[src/rtl/multiplier_rr_if.sv]
// Handshake bundle between the execute stage and the round-robin multiplier.
// Define MULT_HI_EN to carry the upper product half as out_hi.
interface multiplier_rr_if #(
  parameter int WIDTH = 32,
  parameter int TAGW  = 5
);
  logic             in_valid;
  logic             in_ready;
  logic [WIDTH-1:0] in_a;
  logic [WIDTH-1:0] in_b;
  logic             in_signed;
  logic [TAGW-1:0]  in_tag;
  logic             out_valid;
  logic             out_ready;
  logic [WIDTH-1:0] out;
  logic [TAGW-1:0]  out_tag;
  logic             exception;
  logic             busy;
`ifdef MULT_HI_EN
  logic [WIDTH-1:0] out_hi;

  modport master (
    output in_valid, in_a, in_b, in_signed, in_tag, out_ready,
    input  in_ready, out_valid, out, out_tag, exception, busy, out_hi
  );
  modport slave (
    input  in_valid, in_a, in_b, in_signed, in_tag, out_ready,
    output in_ready, out_valid, out, out_tag, exception, busy, out_hi
  );
`else
  modport master (
    output in_valid, in_a, in_b, in_signed, in_tag, out_ready,
    input  in_ready, out_valid, out, out_tag, exception, busy
  );
  modport slave (
    input  in_valid, in_a, in_b, in_signed, in_tag, out_ready,
    output in_ready, out_valid, out, out_tag, exception, busy
  );
`endif
endinterface

[src/rtl/multiplier_rr.sv]
// LANES iterative shift-add multiplier lanes, issued round-robin and retired in order.
// Define MULT_HI_EN to expose the upper WIDTH bits of the product on out_hi.
module multiplier_rr #(
  parameter int WIDTH = 32,
  parameter int LANES = 2,
  parameter int TAGW  = 5
) (
  input logic            clock,
  input logic            reset,
  multiplier_rr_if.slave bus
);
  localparam int PW = (LANES > 1) ? $clog2(LANES) : 1;
  localparam int CW = $clog2(WIDTH);

  typedef enum logic [1:0] {IDLE, RUN, DONE} laneState_t;

  laneState_t         state_q  [LANES];
  laneState_t         state_d  [LANES];
  logic [WIDTH-1:0]   mcand_q  [LANES];
  logic [WIDTH-1:0]   mcand_d  [LANES];
  logic [2*WIDTH-1:0] acc_q    [LANES];
  logic [2*WIDTH-1:0] acc_d    [LANES];
  logic [CW-1:0]      cnt_q    [LANES];
  logic [CW-1:0]      cnt_d    [LANES];
  logic [TAGW-1:0]    tag_q    [LANES];
  logic [TAGW-1:0]    tag_d    [LANES];
  logic               neg_q    [LANES];
  logic               neg_d    [LANES];
  logic               sgn_q    [LANES];
  logic               sgn_d    [LANES];
  logic               exc_q    [LANES];
  logic               exc_d    [LANES];
  logic [PW-1:0]      issuePtr_q, issuePtr_d;
  logic [PW-1:0]      retirePtr_q, retirePtr_d;

  logic [2*WIDTH-1:0] stepAcc  [LANES];
  logic [2*WIDTH-1:0] finalAcc [LANES];
  logic               finalExc [LANES];
  logic [LANES-1:0]   laneBusy;

  logic             aNeg, bNeg, accept, retire;
  logic [WIDTH-1:0] magA, magB;

  // Signed operands run through the unsigned datapath as magnitudes; -MIN fits as unsigned.
  assign aNeg = bus.in_signed & bus.in_a[WIDTH-1];
  assign bNeg = bus.in_signed & bus.in_b[WIDTH-1];
  assign magA = aNeg ? (-bus.in_a) : bus.in_a;
  assign magB = bNeg ? (-bus.in_b) : bus.in_b;

  // Accumulator holds {partial product, remaining multiplier bits}; one shift-add per clock.
  for (genvar l = 0; l < LANES; l++) begin : gLane
    logic [WIDTH:0] sum;
    assign sum = {1'b0, acc_q[l][2*WIDTH-1:WIDTH]} + (acc_q[l][0] ? {1'b0, mcand_q[l]} : '0);
    assign stepAcc[l]  = {sum, acc_q[l][WIDTH-1:1]};
    assign finalAcc[l] = neg_q[l] ? (-stepAcc[l]) : stepAcc[l];
    assign finalExc[l] = sgn_q[l]
                         ? (finalAcc[l][2*WIDTH-1:WIDTH] != {WIDTH{finalAcc[l][WIDTH-1]}})
                         : (finalAcc[l][2*WIDTH-1:WIDTH] != '0);
    assign laneBusy[l] = (state_q[l] != IDLE);
  end

  assign bus.in_ready  = reset && (state_q[issuePtr_q] == IDLE);
  assign bus.out_valid = (state_q[retirePtr_q] == DONE);
  assign bus.out       = bus.out_valid ? acc_q[retirePtr_q][WIDTH-1:0] : '0;
  assign bus.out_tag   = bus.out_valid ? tag_q[retirePtr_q] : '0;
  assign bus.exception = bus.out_valid && exc_q[retirePtr_q];
  assign bus.busy      = |laneBusy;
`ifdef MULT_HI_EN
  assign bus.out_hi    = bus.out_valid ? acc_q[retirePtr_q][2*WIDTH-1:WIDTH] : '0;
`endif

  assign accept = bus.in_valid && bus.in_ready;
  assign retire = bus.out_valid && bus.out_ready;

  always_comb begin
    issuePtr_d  = issuePtr_q;
    retirePtr_d = retirePtr_q;
    for (int l = 0; l < LANES; l++) begin
      state_d[l] = state_q[l];
      mcand_d[l] = mcand_q[l];
      acc_d[l]   = acc_q[l];
      cnt_d[l]   = cnt_q[l];
      tag_d[l]   = tag_q[l];
      neg_d[l]   = neg_q[l];
      sgn_d[l]   = sgn_q[l];
      exc_d[l]   = exc_q[l];
      case (state_q[l])
        RUN: begin
          if (cnt_q[l] == CW'(WIDTH - 1)) begin
            acc_d[l]   = finalAcc[l];
            exc_d[l]   = finalExc[l];
            state_d[l] = DONE;
          end else begin
            acc_d[l] = stepAcc[l];
            cnt_d[l] = cnt_q[l] + 1'b1;
          end
        end
        DONE: begin
          if (retire && (retirePtr_q == PW'(l))) begin
            state_d[l] = IDLE;
          end
        end
        default: begin
          if (accept && (issuePtr_q == PW'(l))) begin
            mcand_d[l] = magA;
            acc_d[l]   = {{WIDTH{1'b0}}, magB};
            cnt_d[l]   = '0;
            tag_d[l]   = bus.in_tag;
            neg_d[l]   = aNeg ^ bNeg;
            sgn_d[l]   = bus.in_signed;
            exc_d[l]   = 1'b0;
            state_d[l] = RUN;
          end
        end
      endcase
    end
    if (accept) begin
      issuePtr_d = (issuePtr_q == PW'(LANES - 1)) ? '0 : issuePtr_q + 1'b1;
    end
    if (retire) begin
      retirePtr_d = (retirePtr_q == PW'(LANES - 1)) ? '0 : retirePtr_q + 1'b1;
    end
  end

  always_ff @(posedge clock or negedge reset) begin
    if (!reset) begin
      issuePtr_q  <= '0;
      retirePtr_q <= '0;
      for (int l = 0; l < LANES; l++) begin
        state_q[l] <= IDLE;
        mcand_q[l] <= '0;
        acc_q[l]   <= '0;
        cnt_q[l]   <= '0;
        tag_q[l]   <= '0;
        neg_q[l]   <= 1'b0;
        sgn_q[l]   <= 1'b0;
        exc_q[l]   <= 1'b0;
      end
    end else begin
      issuePtr_q  <= issuePtr_d;
      retirePtr_q <= retirePtr_d;
      for (int l = 0; l < LANES; l++) begin
        state_q[l] <= state_d[l];
        mcand_q[l] <= mcand_d[l];
        acc_q[l]   <= acc_d[l];
        cnt_q[l]   <= cnt_d[l];
        tag_q[l]   <= tag_d[l];
        neg_q[l]   <= neg_d[l];
        sgn_q[l]   <= sgn_d[l];
        exc_q[l]   <= exc_d[l];
      end
    end
  end
endmodule
[src/flat_wrapper.sv]
// flat-port wrapper written by rule: the top's interface ports become plain ports
module multiplier_rr_flat 
#(
  parameter int WIDTH = 32,
  parameter int LANES = 2,
  parameter int TAGW  = 5
)
  (clock, reset, bus_in_valid, bus_in_a, bus_in_b, bus_in_signed, bus_in_tag, bus_out_ready, bus_in_ready, bus_out_valid, bus_out, bus_out_tag, bus_exception, bus_busy);
  multiplier_rr_if #(.WIDTH(WIDTH), .TAGW(TAGW)) bus_i ();
  input logic clock;
  input logic reset;
  input wire logic [$bits(bus_i.in_valid)-1:0] bus_in_valid;
  input wire logic [$bits(bus_i.in_a)-1:0] bus_in_a;
  input wire logic [$bits(bus_i.in_b)-1:0] bus_in_b;
  input wire logic [$bits(bus_i.in_signed)-1:0] bus_in_signed;
  input wire logic [$bits(bus_i.in_tag)-1:0] bus_in_tag;
  input wire logic [$bits(bus_i.out_ready)-1:0] bus_out_ready;
  output wire logic [$bits(bus_i.in_ready)-1:0] bus_in_ready;
  output wire logic [$bits(bus_i.out_valid)-1:0] bus_out_valid;
  output wire logic [$bits(bus_i.out)-1:0] bus_out;
  output wire logic [$bits(bus_i.out_tag)-1:0] bus_out_tag;
  output wire logic [$bits(bus_i.exception)-1:0] bus_exception;
  output wire logic [$bits(bus_i.busy)-1:0] bus_busy;
  assign bus_i.in_valid = bus_in_valid;
  assign bus_i.in_a = bus_in_a;
  assign bus_i.in_b = bus_in_b;
  assign bus_i.in_signed = bus_in_signed;
  assign bus_i.in_tag = bus_in_tag;
  assign bus_i.out_ready = bus_out_ready;
  assign bus_in_ready = bus_i.in_ready;
  assign bus_out_valid = bus_i.out_valid;
  assign bus_out = bus_i.out;
  assign bus_out_tag = bus_i.out_tag;
  assign bus_exception = bus_i.exception;
  assign bus_busy = bus_i.busy;
  multiplier_rr #(.WIDTH(WIDTH), .LANES(LANES), .TAGW(TAGW)) u_core (.clock(clock), .reset(reset), .bus(bus_i));
endmodule
[config.mk]
export PLATFORM = sky130hd
export DESIGN_NAME = multiplier_rr_flat
export DESIGN_NICKNAME = d
export VERILOG_FILES = /design/src/rtl/multiplier_rr_if.sv /design/src/rtl/multiplier_rr.sv /design/src/flat_wrapper.sv
export SDC_FILE = /design/constraint.sdc
export NUM_CORES = 1
export LEC_CHECK = 0
export BUFFER_PORTS_ARGS = -buffer_cell sky130_fd_sc_hd__buf_2
export CORE_MARGIN = 3
export CORE_UTILIZATION = 55
export CTS_BUF_LIST = sky130_fd_sc_hd__clkbuf_16
export DETAILED_ROUTE_END_ITERATION = 12
export PLACE_DENSITY = 0.82
export RECOVER_POWER = 25
export SYNTH_ARGS = -nofsm -noshare
export SYNTH_HDL_FRONTEND = slang
export SYNTH_SLANG_ARGS = --single-unit
[constraint.sdc]
create_clock -name clock -period 9 [get_ports clock]
set_input_delay 0.9 -clock clock [delete_from_list [all_inputs] [get_ports clock]]
set_output_delay 0.9 -clock clock [all_outputs]
set_load 0.03 [all_outputs]
; ---- Yosys cells after proc, flatten, opt, wreduce, memory -nomap -nowiden
; Cells that the tools add are included.
[totals]
in_bits = 74
ff_bits = 224
output_inout_bits = 41
wordCells = 139
[classes]
bitwise_logic = 11
n_reduce_logical = 30
n_lt_le_gt_ge = 2
mux = 53
n_addsub = 10
eq_ne = 15
[ops]
columns = cell, count
row1 = 64-bit 2-to-1 mux, 6
row2 = 32-bit 2-to-1 mux, 8
row3 = 64-bit case mux with 2 select lines, 2
row4 = 64-bit negation, 2
row5 = 32-bit by 32-bit adder with 33-bit output, 2
row6 = 32-bit != test, 2
row7 = 32-bit negation, 2
row8 = 32-bit nonzero test, 2
row9 = 5-bit 2-to-1 mux, 8
row10 = 2-bit 2-to-1 mux, 12
row11 = 5-bit case mux with 2 select lines, 2
row12 = 3-bit AND reduction, 6
row13 = 1-bit 2-to-1 mux, 11
row14 = "5-bit by 1-bit adder with 5-bit output, second input constant", 2
row15 = "5-bit == test, second input constant", 2
row16 = 1-bit logical AND, 8
row17 = "2-bit by 1-bit != test with 1-bit output, second input constant", 4
row18 = 2-bit case mux with 2 select lines, 2
row19 = 2-bit AND reduction, 4
row20 = 2-bit nonzero test, 4
row21 = "2-bit == test, second input constant", 3
row22 = 1-bit inverter, 6
row23 = 3-bit nonzero test, 2
row24 = 2-bit OR reduction, 3
row25 = other kinds (9), 16

; ---- Longest topological paths before layout
[logic_depth]
ltp_word = 10
depth_mapped = 21

; ---- Least setup slack after synthesis
; No wires, ideal clock.
[synth_timing]
kind = register -> register
from = register u_core.acc_q[0] in the netlist's numbering
to = register u_core.exc_q[0] in the netlist's numbering
required_ps = 8865
arrival_time_ps = 5009
n_path_buf = 5
stages_incl_launch_ff = 21
synth_period_minus_slack_ps = 5143
setup_slack_ps = 3857
cell_sequence = dfrtp_1 -> clkbuf_1 -> and2_1 -> ha_1 -> fa_1 -> clkbuf_2 -> a211oi_2 -> o21ai_2 -> a22o_1 -> or2_1 -> buf_2 -> xor2_1 -> or4b_1 -> buf_2 -> or4_4 -> buf_6 -> o21a_1 -> xor2_1 -> or4_1 -> o31ai_1 -> o22ai_1
[synth_between]
elab_chain_len = 8
word_cells_on_any_way = 9
cone_classes = add/sub (2) / eq/ne (1) / mux (5) / reduce/logical (1)
[synth_rtl]
columns = element, line
row1 = start: declaration, multiplier_rr.sv:21  ; logic [2*WIDTH-1:0] acc_q [LANES];
row2 = start signal: indexed assignment, multiplier_rr.sv:145  ; acc_q[l] <= acc_d[l];
row3 = 32-bit 2-to-1 mux *, multiplier_rr.sv:53  ; assign sum = {1'b0, acc_q[l][2*WIDTH-1:WIDTH]} + (acc_q[l][0] ? {1'b0, mcand_q[l]} : '0);
row4 = 32-bit by 32-bit adder with 33-bit output *, multiplier_rr.sv:53
row5 = 64-bit negation, multiplier_rr.sv:55  ; assign finalAcc[l] = neg_q[l] ? (-stepAcc[l]) : stepAcc[l];
row6 = 64-bit 2-to-1 mux *, multiplier_rr.sv:55
row7 = 32-bit != test or 32-bit nonzero test (tied branches), "multiplier_rr.sv:57, multiplier_rr.sv:58"
row8 = 1-bit 2-to-1 mux *, multiplier_rr.sv:57  ; ? (finalAcc[l][2*WIDTH-1:WIDTH] != {WIDTH{finalAcc[l][WIDTH-1]}})
row9 = 1-bit 2-to-1 mux *, multiplier_rr.sv:89  ; if (cnt_q[l] == CW'(WIDTH - 1)) begin
row10 = 1-bit case mux with 2 select lines *, multiplier_rr.sv:87  ; case (state_q[l])
row11 = end signal: indexed assignment, multiplier_rr.sv:150  ; exc_q[l] <= exc_d[l];
row12 = end: declaration, multiplier_rr.sv:31  ; logic exc_q [LANES];
; Mark *: on every way between the ends. The rest lies on a longest branch, timed or not. The select of a mux whose other input is x is not followed.
; A chain may end at the register's enable or synchronous reset.

; ---- Worst setup path in the final report
[layout_timing]
from = input port reset
to = register u_core.exc_q[0] in the netlist's numbering
[layout_between]
elab_chain_len = 5
[layout_rtl]
columns = element, line
row1 = start: declaration, flat_wrapper.sv:11  ; input logic reset;
row2 = 1-bit logical AND, multiplier_rr.sv:62  ; assign bus.in_ready = reset && (state_q[issuePtr_q] == IDLE);
row3 = 1-bit logical AND, multiplier_rr.sv:72  ; assign accept = bus.in_valid && bus.in_ready;
row4 = 1-bit logical AND, multiplier_rr.sv:104  ; if (accept && (issuePtr_q == PW'(l))) begin
row5 = 2-bit nonzero test (no source line), -
row6 = 3-bit AND reduction (no source line), -
; No other way between the ends.

==> impl_metrics.py <==
metrics = {
    "sta": {
        "max_clock_freq_mhz": 157,
        "hold_violations": 0,
        "skew_ps": 18.7,
        "period_needed_ps": 6380,
        "tightest_slew_ps": 3340,
        "fin_crit_sh_pct": 70.9,
        "rsz0062_at_grt": "false",
        "setup_tns_ps": 0,
        "final-setup-viol-count": 0,
        "final_max_slew_viol_count": 60,
        "relSlewSlack_pct": -122,
    },
    "worst_setup_path": {
        "cp_max_fo": 61,
        "critPathLaunchType": "input pin",
        "arrival_ps": 6820,
        "end_kind": "flip-flop",
        "required_ps": 9430,
        "crit_type": "in2reg",
    },
    "logic_synthesis": {
        "avgSynthCellArea_sq_um": 7.66,
        "synth-edff-count": 0,
        "async_reset_ff_share_pct": 100,
        "yosysTopAreaCell": "dfrtp_1",
        "synth_top_flop_cell": "dfrtp_1",
        "yosys_warnings": 0,
        "netlist_area_sq_um": 20300,
        "synth_top_area_share_pct": 27.6,
        "synth-seq-cells": 224,
        "synthTopCellsByArea": "dfrtp_1, o21ai_0, nand2_1",
        "ys_seq_area_share_pct": 27.6,
        "ys_types": 97,
        "synthCells": 2652,
        "syn_nets": 2806,
    },
    "routing": {
        "routed-wl-met2_um": 29600,
        "drtPass1Iterations": 8,
        "drtIter0Drc": 2051,
        "wl_met3_um": 5980,
        "viasPerCell": 6.64,
        "wl_um": 67500,
        "wl_met1_um": 27000,
        "post_drt_wl_per_cell_um": 21.5,
        "ant_nets": 0,
        "drc": 0,
        "topRoutingLayerUsed": "met5",
        "num_vias": 20800,
    },
    "cts": {
        "cts_sinks": 224,
        "cts.repair.resized": 0,
        "cts_tree": "yes",
        "cts_setup_buffers": 0,
        "cts_root_buffer": "clkbuf_16",
        "cts-hold-fix-buffers": 0,
        "clockBufferDepth": 3,
        "worstSkewPairLatency_ps": 580,
        "htreeDepth": 1,
        "clk_pin_slew_ps": 60,
        "cts_buffers": 27,
    },
    "layout": {
        "drive_gt1_share_pct": 9.27,
        "final_common_cell": "nand2_1",
        "area_growth_pct": 7.75,
        "layout_common_cells": "nand2_1, o21ai_0, dfrtp_1, a21oi_1, nor2_1",
        "fin_nets": 2810,
        "final_util_pct": 60.8,
        "fillers": 3174,
    },
    "global_routing": {
        "grt_pass1_vias": 19900,
        "grt_max_degree": 168,
        "track_usage_pct": 33.6,
        "gr-total-overflow": 0,
        "grt_pass1_wl_um": 106000,
        "antenna_found_initial": 3,
    },
    "placed_design": {
        "io_buffers": 114,
        "gp_congestion": 1.05,
        "dpl.hpwl_um": 50000,
    },
    "outcome": {
        "failed_checks": "capacitance limit, slew limit",
        "status": "complete, but fails checks",
    },
    "die": {
        "dieArea_sq_um": 39300,
        "start_util_pct": 56.4,
        "die_h_um": 198,
        "io_pins": 115,
        "core_area_sq_um": 36000,
        "dieWidth_um": 198,
        "rows": 69,
    },
    "run": {
        "cap_violations": 1,
    },
    "power_and_ir_drop": {
        "power.leakage_nw": 8.97,
        "finalPower_w": 0.00658,
        "ir_drop_mv": 0.204,
        "powerDensity_nw_per_um2": 301,
    },
    "hold_path": {
        "min_path_type": "reg2reg",
    },
}
cell usage after synthesis, types with 12 or more instances:
cell,n
nand2_1,372
o21ai_0,350
dfrtp_1,224
a21oi_1,189
nor2_1,161
xnor2_1,150
clkbuf_1,132
xor2_1,113
and2_1,85
ha_1,78
inv_1,63
nor3_1,56
o31ai_1,51
nand3_1,47
nor4_1,38
mux2_2,30
nand4_1,30
or3_1,29
o211ai_1,28
mux2i_1,26
o21a_1,24
o41ai_1,24
nand2b_1,22
a21o_1,21
a211oi_1,20
nor2b_1,17
or4_1,17
buf_2,15
and3_1,13
a31oi_1,12
o21ai_1,12
o22ai_1,12
worst max-delay path: stages:
cell and delay [ps]:
clkbuf_1 2310, nor2b_1 460, and3_1 290, nor2_1 80, or2_2 300, buf_4 330, o21ai_0 470, o211ai_1 190
nor4b_1 340, o2111ai_1 160, or4b_1 500, nor4bb_1 290, o22ai_1 130
worst paths after layout:
path,from,to,slack [ps],cells past startpoint
setup / recovery,reset,u_core.exc_q[0],2620,13
hold / removal,u_core.mcand_q[11],u_core.mcand_q[11],480,2
setup reg to reg,u_core.acc_q[64],u_core.exc_q[1],2720,16
hold reg to reg,u_core.mcand_q[11],u_core.mcand_q[11],480,2
max in group asynchronous,reset,u_core.acc_q[5],5460,2
min in group asynchronous,reset,u_core.mcand_q[51],1440,1
state kept, by name (all words and copies together), names as in the netlist:
signal,flops
u_core.retirePtr_q,1
u_core.issuePtr_q,1
u_core.state_q,4
u_core.exc_q,2
u_core.neg_q,2
u_core.tag_q,10
u_core.acc_q,128
u_core.mcand_q,64
u_core.cnt_q,10
u_core.sgn_q,2
layout make-up:
type | instances | area [sq um] | share of cell area, %
Antenna cell | 1 | 2.50 | 0.0114
Clock inverter | 22 | 204 | 0.932
Sequential cell | 224 | 5610 | 25.6
Multi-Input combinational cell | 2207 | 13900 | 63.3
Tap cell | 461 | 577 | 2.64
Clock buffer | 27 | 676 | 3.09
Timing Repair Buffer | 133 | 721 | 3.29
Inverter | 63 | 236 | 1.08
power breakdown:
group	switching [W]	leakage, nW	total [W]	internal, W
logic	0.00241	5.62	0.00367	0.00126
clock network	0.000463	0.449	0.00112	0.000656
registers	0.000407	2.90	0.00179	0.00138
total	0.00328	8.97	0.00658	0.00330
routing by layer:
| metal | global-route usage (%) | vias to the layer above |
|---|---|---|
| met5 | 0 | - |
| met4 | 20.9 | 4 |
| met3 | 4.97 | 262 |
| met2 | 53.0 | 1165 |
| met1 | 43.6 | 9848 |
| li1 | - | 9551 |
stage by stage:
stage	worst slack [ps]	std cells	cell area [sq um]	hold WS, ps
6_report	2620	3138	21900	476
3_5_place_dp	3010	3088	21000	462
3_3_place_gp	3260	3088	21000	456
5_1_grt	1860	3138	21900	503
4_1_cts	2980	3137	21900	264
2_1_floorplan	3860	2652	20300	441
logic make-up (layout without fill, tap and decap cells):
family | count (synthesis) | after routing | synth area share [%]
other | 0 | 1 | 0
and+or+nand+nor | 955 | 955 | 23.1
muxes | 56 | 56 | 2.94
adders and majority gates | 80 | 80 | 5.00
DFF | 224 | 224 | 27.6
xor gates and xnor gates | 263 | 263 | 11.3
buffers and inverters | 221 | 245 | 4.26
AOI/OAI and AO/OA | 853 | 853 | 25.7
(Power assumes the default switching activity.)
